File: config.mk
export PLATFORM = sky130hd
export DESIGN_NAME = fft_latency_meter
export DESIGN_NICKNAME = d
export VERILOG_FILES = /design/src/rtl/fft_latency_meter.sv
export SDC_FILE = /design/constraint.sdc
export NUM_CORES = 1
export LEC_CHECK = 0
export BUFFER_PORTS_ARGS = -buffer_cell sky130_fd_sc_hd__buf_2
export CAP_MARGIN = 40
export CORE_MARGIN = 3
export CORE_UTILIZATION = 38
export DETAILED_ROUTE_END_ITERATION = 12
export MAX_ROUTING_LAYER = met4
export PLACE_DENSITY_LB_ADDON = 0.05
export SETUP_SLACK_MARGIN = 0.5
export SKIP_LAST_GASP = 1
export SYNTH_ARGS = -nofsm -noshare
export SYNTH_HDL_FRONTEND = slang
export SYNTH_SLANG_ARGS = --single-unit
File: constraint.sdc
create_clock -name clk -period 2.4 [get_ports clk]
set_clock_uncertainty 0.2 [all_clocks]
set_input_delay 0.24 -clock clk [delete_from_list [all_inputs] [get_ports clk]]
set_output_delay 0.24 -clock clk [all_outputs]
set_load 0.005 [all_outputs]
File: src/rtl/fft_latency_meter.sv
// -----------------------------------------------------------------------------
// fft_latency_meter
//   Counts the FFT core's processing latency in clock cycles. Counting starts
//   on the cycle en_FFT is accepted and stops on the cycle finish_FFT is
//   sampled. The count saturates at SAT_VAL. A sequential double-dabble
//   engine converts the count to 4-digit packed BCD. The result is presented
//   with a one-cycle valid strobe for the downstream 7-segment driver.
//
// Ports:
//   clk        in   system clock, rising edge
//   rst        in   asynchronous active-high reset
//   en_FFT     in   FFT start strobe; accepted only in IDLE
//   finish_FFT in   FFT done strobe; accepted only in COUNT
//   busy       out  high while counting or converting
//   bcd_out    out  packed BCD result, [3:0] = units; held between results
//   bcd_valid  out  one-cycle pulse when bcd_out/overflow update
//   overflow   out  the measured latency exceeded SAT_VAL
// -----------------------------------------------------------------------------
module fft_latency_meter #(
  parameter int CNT_W   = 14,
  parameter int SAT_VAL = 9999,
  parameter int DIGITS  = 4
) (
  input  logic        clk,
  input  logic        rst,
  input  logic        en_FFT,
  input  logic        finish_FFT,
  output logic        busy,
  output logic [15:0] bcd_out,
  output logic        bcd_valid,
  output logic        overflow
);

  localparam int BCD_W = 4 * DIGITS;
  localparam int SR_W  = BCD_W + CNT_W;
  // The iteration counter must be able to reach CNT_W + 1.
  localparam int IT_W  = $clog2(CNT_W + 2);

  localparam logic [CNT_W-1:0] SAT_LIMIT = CNT_W'(SAT_VAL);
  localparam logic [IT_W-1:0]  LAST_IT   = IT_W'(CNT_W);

  localparam logic [1:0] S_IDLE    = 2'd0;
  localparam logic [1:0] S_COUNT   = 2'd1;
  localparam logic [1:0] S_CONVERT = 2'd2;
  localparam logic [1:0] S_DONE    = 2'd3;

  logic [1:0]       state_q, state_d;
  logic [CNT_W-1:0] cnt_q, cnt_d;
  logic             ovf_q, ovf_d;
  logic [SR_W-1:0]  sr_q, sr_d;
  logic [IT_W-1:0]  iter_q, iter_d;
  logic [BCD_W-1:0] bcd_q, bcd_d;
  logic             valid_q, valid_d;
  logic             ovf_out_q, ovf_out_d;

  // Add-3 correction for each BCD nibble before the shift. The sum is kept
  // to 4 bits; a nibble of at most 9 plus 3 cannot wrap.
  logic [BCD_W-1:0] adj_bcd;
  logic [SR_W-1:0]  sr_shifted;

  for (genvar gi = 0; gi < DIGITS; gi++) begin : g_add3
    logic [3:0] nib;
    assign nib = sr_q[CNT_W + 4*gi +: 4];
    assign adj_bcd[4*gi +: 4] = (nib >= 4'd5) ? nib + 4'd3 : nib;
  end

  assign sr_shifted = {adj_bcd[BCD_W-2:0], sr_q[CNT_W-1:0], 1'b0};

  always_comb begin
    state_d   = state_q;
    cnt_d     = cnt_q;
    ovf_d     = ovf_q;
    sr_d      = sr_q;
    iter_d    = iter_q;
    bcd_d     = bcd_q;
    valid_d   = 1'b0;
    ovf_out_d = ovf_out_q;
    case (state_q)
      S_IDLE: begin
        if (en_FFT) begin
          cnt_d   = '0;
          ovf_d   = 1'b0;
          state_d = S_COUNT;
        end
      end
      S_COUNT: begin
        // The finishing edge still counts, so a one-cycle job reads 1.
        if (cnt_q < SAT_LIMIT) cnt_d = cnt_q + 1'b1;
        else                   ovf_d = 1'b1;
        if (finish_FFT) begin
          iter_d  = '0;
          state_d = S_CONVERT;
        end
      end
      S_CONVERT: begin
        // iter_q == 0 is the load cycle; iterations 1..CNT_W are shifts.
        if (iter_q == '0) begin
          sr_d   = {{BCD_W{1'b0}}, cnt_q};
          iter_d = IT_W'(1);
        end else begin
          sr_d   = sr_shifted;
          iter_d = iter_q + 1'b1;
          if (iter_q == LAST_IT) state_d = S_DONE;
        end
      end
      S_DONE: begin
        bcd_d     = sr_q[SR_W-1 -: BCD_W];
        ovf_out_d = ovf_q;
        valid_d   = 1'b1;
        state_d   = S_IDLE;
      end
      default: state_d = S_IDLE;
    endcase
  end

  always_ff @(posedge clk or posedge rst) begin
    if (rst) begin
      state_q   <= S_IDLE;
      cnt_q     <= '0;
      ovf_q     <= 1'b0;
      sr_q      <= '0;
      iter_q    <= '0;
      bcd_q     <= '0;
      valid_q   <= 1'b0;
      ovf_out_q <= 1'b0;
    end else begin
      state_q   <= state_d;
      cnt_q     <= cnt_d;
      ovf_q     <= ovf_d;
      sr_q      <= sr_d;
      iter_q    <= iter_d;
      bcd_q     <= bcd_d;
      valid_q   <= valid_d;
      ovf_out_q <= ovf_out_d;
    end
  end

  assign busy      = (state_q == S_COUNT) || (state_q == S_CONVERT);
  assign bcd_out   = bcd_q;
  assign bcd_valid = valid_q;
  assign overflow  = ovf_out_q;

endmodule

==> impl_metrics.csv <==
group,metric,value,unit
clock_network,cts.path.max_buffers,2,
placement,placed_area,4070,um2
floorplan,die-area,10900,um2
power_and_ir_drop,leakage,2.03,nW
floorplan,placementRows,35,
clock_network,cts.clk_slew.worst_paths,0.08,ns
global_route,grt_pass1_wl,14700,um
worst_setup_path,end_kind,"register",
timing,final-setup-viol-count,0,
power_and_ir_drop,pwr-share-clk,18.0,%
cells_and_area,area_growth,23.8,%
logic_synthesis,yosys.area.top_type_share,47.0,%
logic_synthesis,synthMostInstantiatedCell,"dfrtp_1",
drt,via_per_inst,5.30,
logic_synthesis,yosysWarningCount,0,
placement,dp_cells,496,
clock_network,cts.htree.levels,3,
placement,dp_hpwl,5600,um
global_route,grt_max_degree,49,
floorplan,die_height,104,um
logic_synthesis,synthArstFlopShare,100,%
timing,post-route-period-util,84.4,%
power_and_ir_drop,switching_power,1.93,mW
worst_setup_path,r2r_cells,4,
logic_synthesis,synthTopCellsByArea,"dfrtp_1 47%, ha_1 5.8%, mux2_2 5.2%",
min_path,hold_path_class,"in -> reg",
global_route,antenna_found_initial,0,
power_and_ir_drop,total_power,4.83,mW
timing,min_period,2.03,ns
timing,fin_ws,0.375,ns
drt,drtAntennaViolNets,0,
power_and_ir_drop,p_int,2.90,mW
global_route,grt_pass1_vias,2870,
drt,drt-wirelength-per-cell,16.0,um
run_status,status,"complete, no violations",
power_and_ir_drop,power_frac_seq,34.7,%
power_and_ir_drop,irDropWorstVdd,0.638,mV
placement,dp_slack,0.213,ns
worst_setup_path,required,2.46,ns
clock_network,cts_sinks,69,
worst_setup_path,cp_max_fo,8,
clock_network,cts_tree,"yes",
floorplan,die_w,104,um
global_route,grtUsageTotal,17.0,%
power_and_ir_drop,p_sw_share,39.9,%
floorplan,io_pins,23,
worst_setup_path,crit_type,"reg -> reg",
cells_and_area,fin_area,4550,um2
logic_synthesis,ys.flop_type,"dfrtp_1",
logic_synthesis,synthTopCellsByCount,"69 x dfrtp_1, 27 x a21oi_1, 18 x o21ai_0",
logic_synthesis,ys_ff_latch,69,
cells_and_area,finalNonFillerCells,535,
timing,fmax,494,MHz
floorplan,initial_core_util,39.4,%
placement,placement.io_buffers,22,
cells_and_area,drive_above_1_share,33.7,%
timing,worst_pin_slew,0.521,ns
drt,dr.pass1.iters,4,
logic_synthesis,synth_enable_flop_cells,0,
logic_synthesis,ys_seq_area_share,47.0,%
clock_network,numCtsBuffers,9,
worst_setup_path,ff2ff_setup_slack,0.37,ns
worst_setup_path,r2r-end,"cnt_q[13]",
logic_synthesis,synth_top_area_cell,"dfrtp_1",
cells_and_area,antenna_cells,0,
cells_and_area,nets,422,
floorplan,core,9330,um2
logic_synthesis,postSynthAreaPerCell,10.5,um2
worst_setup_path,worst_ep_arrival_time,2.09,ns
logic_synthesis,synth.distinct_cells,54,
worst_setup_path,reg2reg_from,"cnt_q[4]",
logic_synthesis,syn_nets,371,
drt,post-route-drc-count,0,
placement,place_congestion,0.811,
timing,finalMaxSlewViolations,0,
drt,routed-via-count,2835,
logic_synthesis,syn_inst,350,
timing,rsz0062_at_grt,"yes",
logic_synthesis,netlist_area,3670,um2
timing,slew_headroom,65.2,%
timing,setup_tns,0,ns
worst_setup_path,crit_path_start_kind,"register",
min_path,whs_path_depth,4,
power_and_ir_drop,powerDensity,1060,nW/um2
clock_network,clk_latency,0.34,ns
timing,hold_violations,0,
min_path,holdPathEnd,"iter_q[0]",
min_path,hp-start,"finish_FFT",
drt,drt_iter0_drc,126,
drt,wirelength,8560,um
flow_run,drv_cap,0,
global_route,grt_overflow,0,
power_and_ir_drop,pwr-share-comb,47.3,%
clock_network,cts-root-buf,"clkbuf_8",
[state kept, by name (all words and copies together), names as in the netlist]
register   flops
ovf_q          1
bcd_valid      1
iter_q         4
bcd_out       16
overflow       1
cnt_q         14
state_q        2
sr_q          30
[repair_timing]
item / in CTS / in global routing
hold buffers: 1 / 0
pin swaps: 5 / 1
resized for setup: 26 / 9
endpoints found under the hold margin: 21 / 0
gates cloned: 1 / 1
endpoints found under the setup margin: 38 / 40
buffers inserted: 15 / 5
[cells by family after synthesis]
kind of cell,Yosys count,share of synthesized area (%)
compound gates,99,18.3
simple gates,88,13.4
flops,69,47.0
fa+ha+maj,17,5.79
mux,34,9.85
xor+xnor,6,1.43
buf+inv,37,4.22
[cell usage in the layout (no fill, tap or decap), drive strengths merged, types with 5 or more instances in the layout]
master,synthesis,routed
o22ai,6,6
buf,9,59
nor3b,5,5
nand2b,9,9
o21ai,18,18
ha,17,17
o41ai,6,6
nor2,17,17
dfrtp,69,69
clkbuf,12,10
a21oi,27,27
a32o,6,6
nand2,16,16
a22o,8,8
inv,15,15
mux2i,17,17
o211ai,6,6
nand3,12,12
mux2,17,17
[area by class of cell]
type                       instances  area (um2)
timing repair buffer              60         439
fill                             869        4780
clock buffer                      10         128
multi-input combinational        245        1970
inverter                          16        63.8
tap                              129         161
sequential                        69        1740
clock inverter                     6        48.8
[worst max path at each step]
stage             start  slack (ns)  cells past startpoint   endpoint
2_1_floorplan  cnt_q[3]        0.40                      5  cnt_q[13]
3_3_place_gp   cnt_q[3]        0.27                      4  cnt_q[13]
3_5_place_dp   cnt_q[4]        0.21                      4  cnt_q[13]
4_1_cts        cnt_q[7]        0.37                      4  cnt_q[13]
5_1_grt        cnt_q[6]        0.29                      4   cnt_q[3]
6_report       cnt_q[4]        0.37                      4  cnt_q[13]
[critical path, stage by stage (launching register included)]
cell	delay, ns
dfrtp_2	0.45
nand3_2	0.14
or4_4	0.53
or4b_4	0.49
o211ai_2	0.14
[per-stage QoR]
step | utilization (%) | hold WS [ns]
4_1_cts | 47.9 | 0.0474
3_3_place_gp | 43.7 | 0.110
2_1_floorplan | - | 0.203
3_5_place_dp | 43.7 | 0.112
5_1_grt | 48.7 | 0.0725
6_report | 48.7 | 0.0712
[power groups by stage]
stage	Sequential (mW)	Clock, mW	Combinational (mW)
floorplan	1.65	0	1.42
global placement	1.72	0	1.89
detailed placement	1.72	0	1.89
CTS	1.68	0.892	2.13
global route	1.72	0.946	2.54
finish	1.68	0.870	2.28
[layer usage]
| metal | global-route usage [%] | part of all wire (%) |
|---|---|---|
| met1 | 25.2 | 54 |
| met2 | 23.9 | 43 |
| met3 | 2.42 | 2.3 |
| met4 | 5.41 | 1.0 |
| met5 | - | 0 |
No activity file was read; power rests on OpenSTA's default activity.
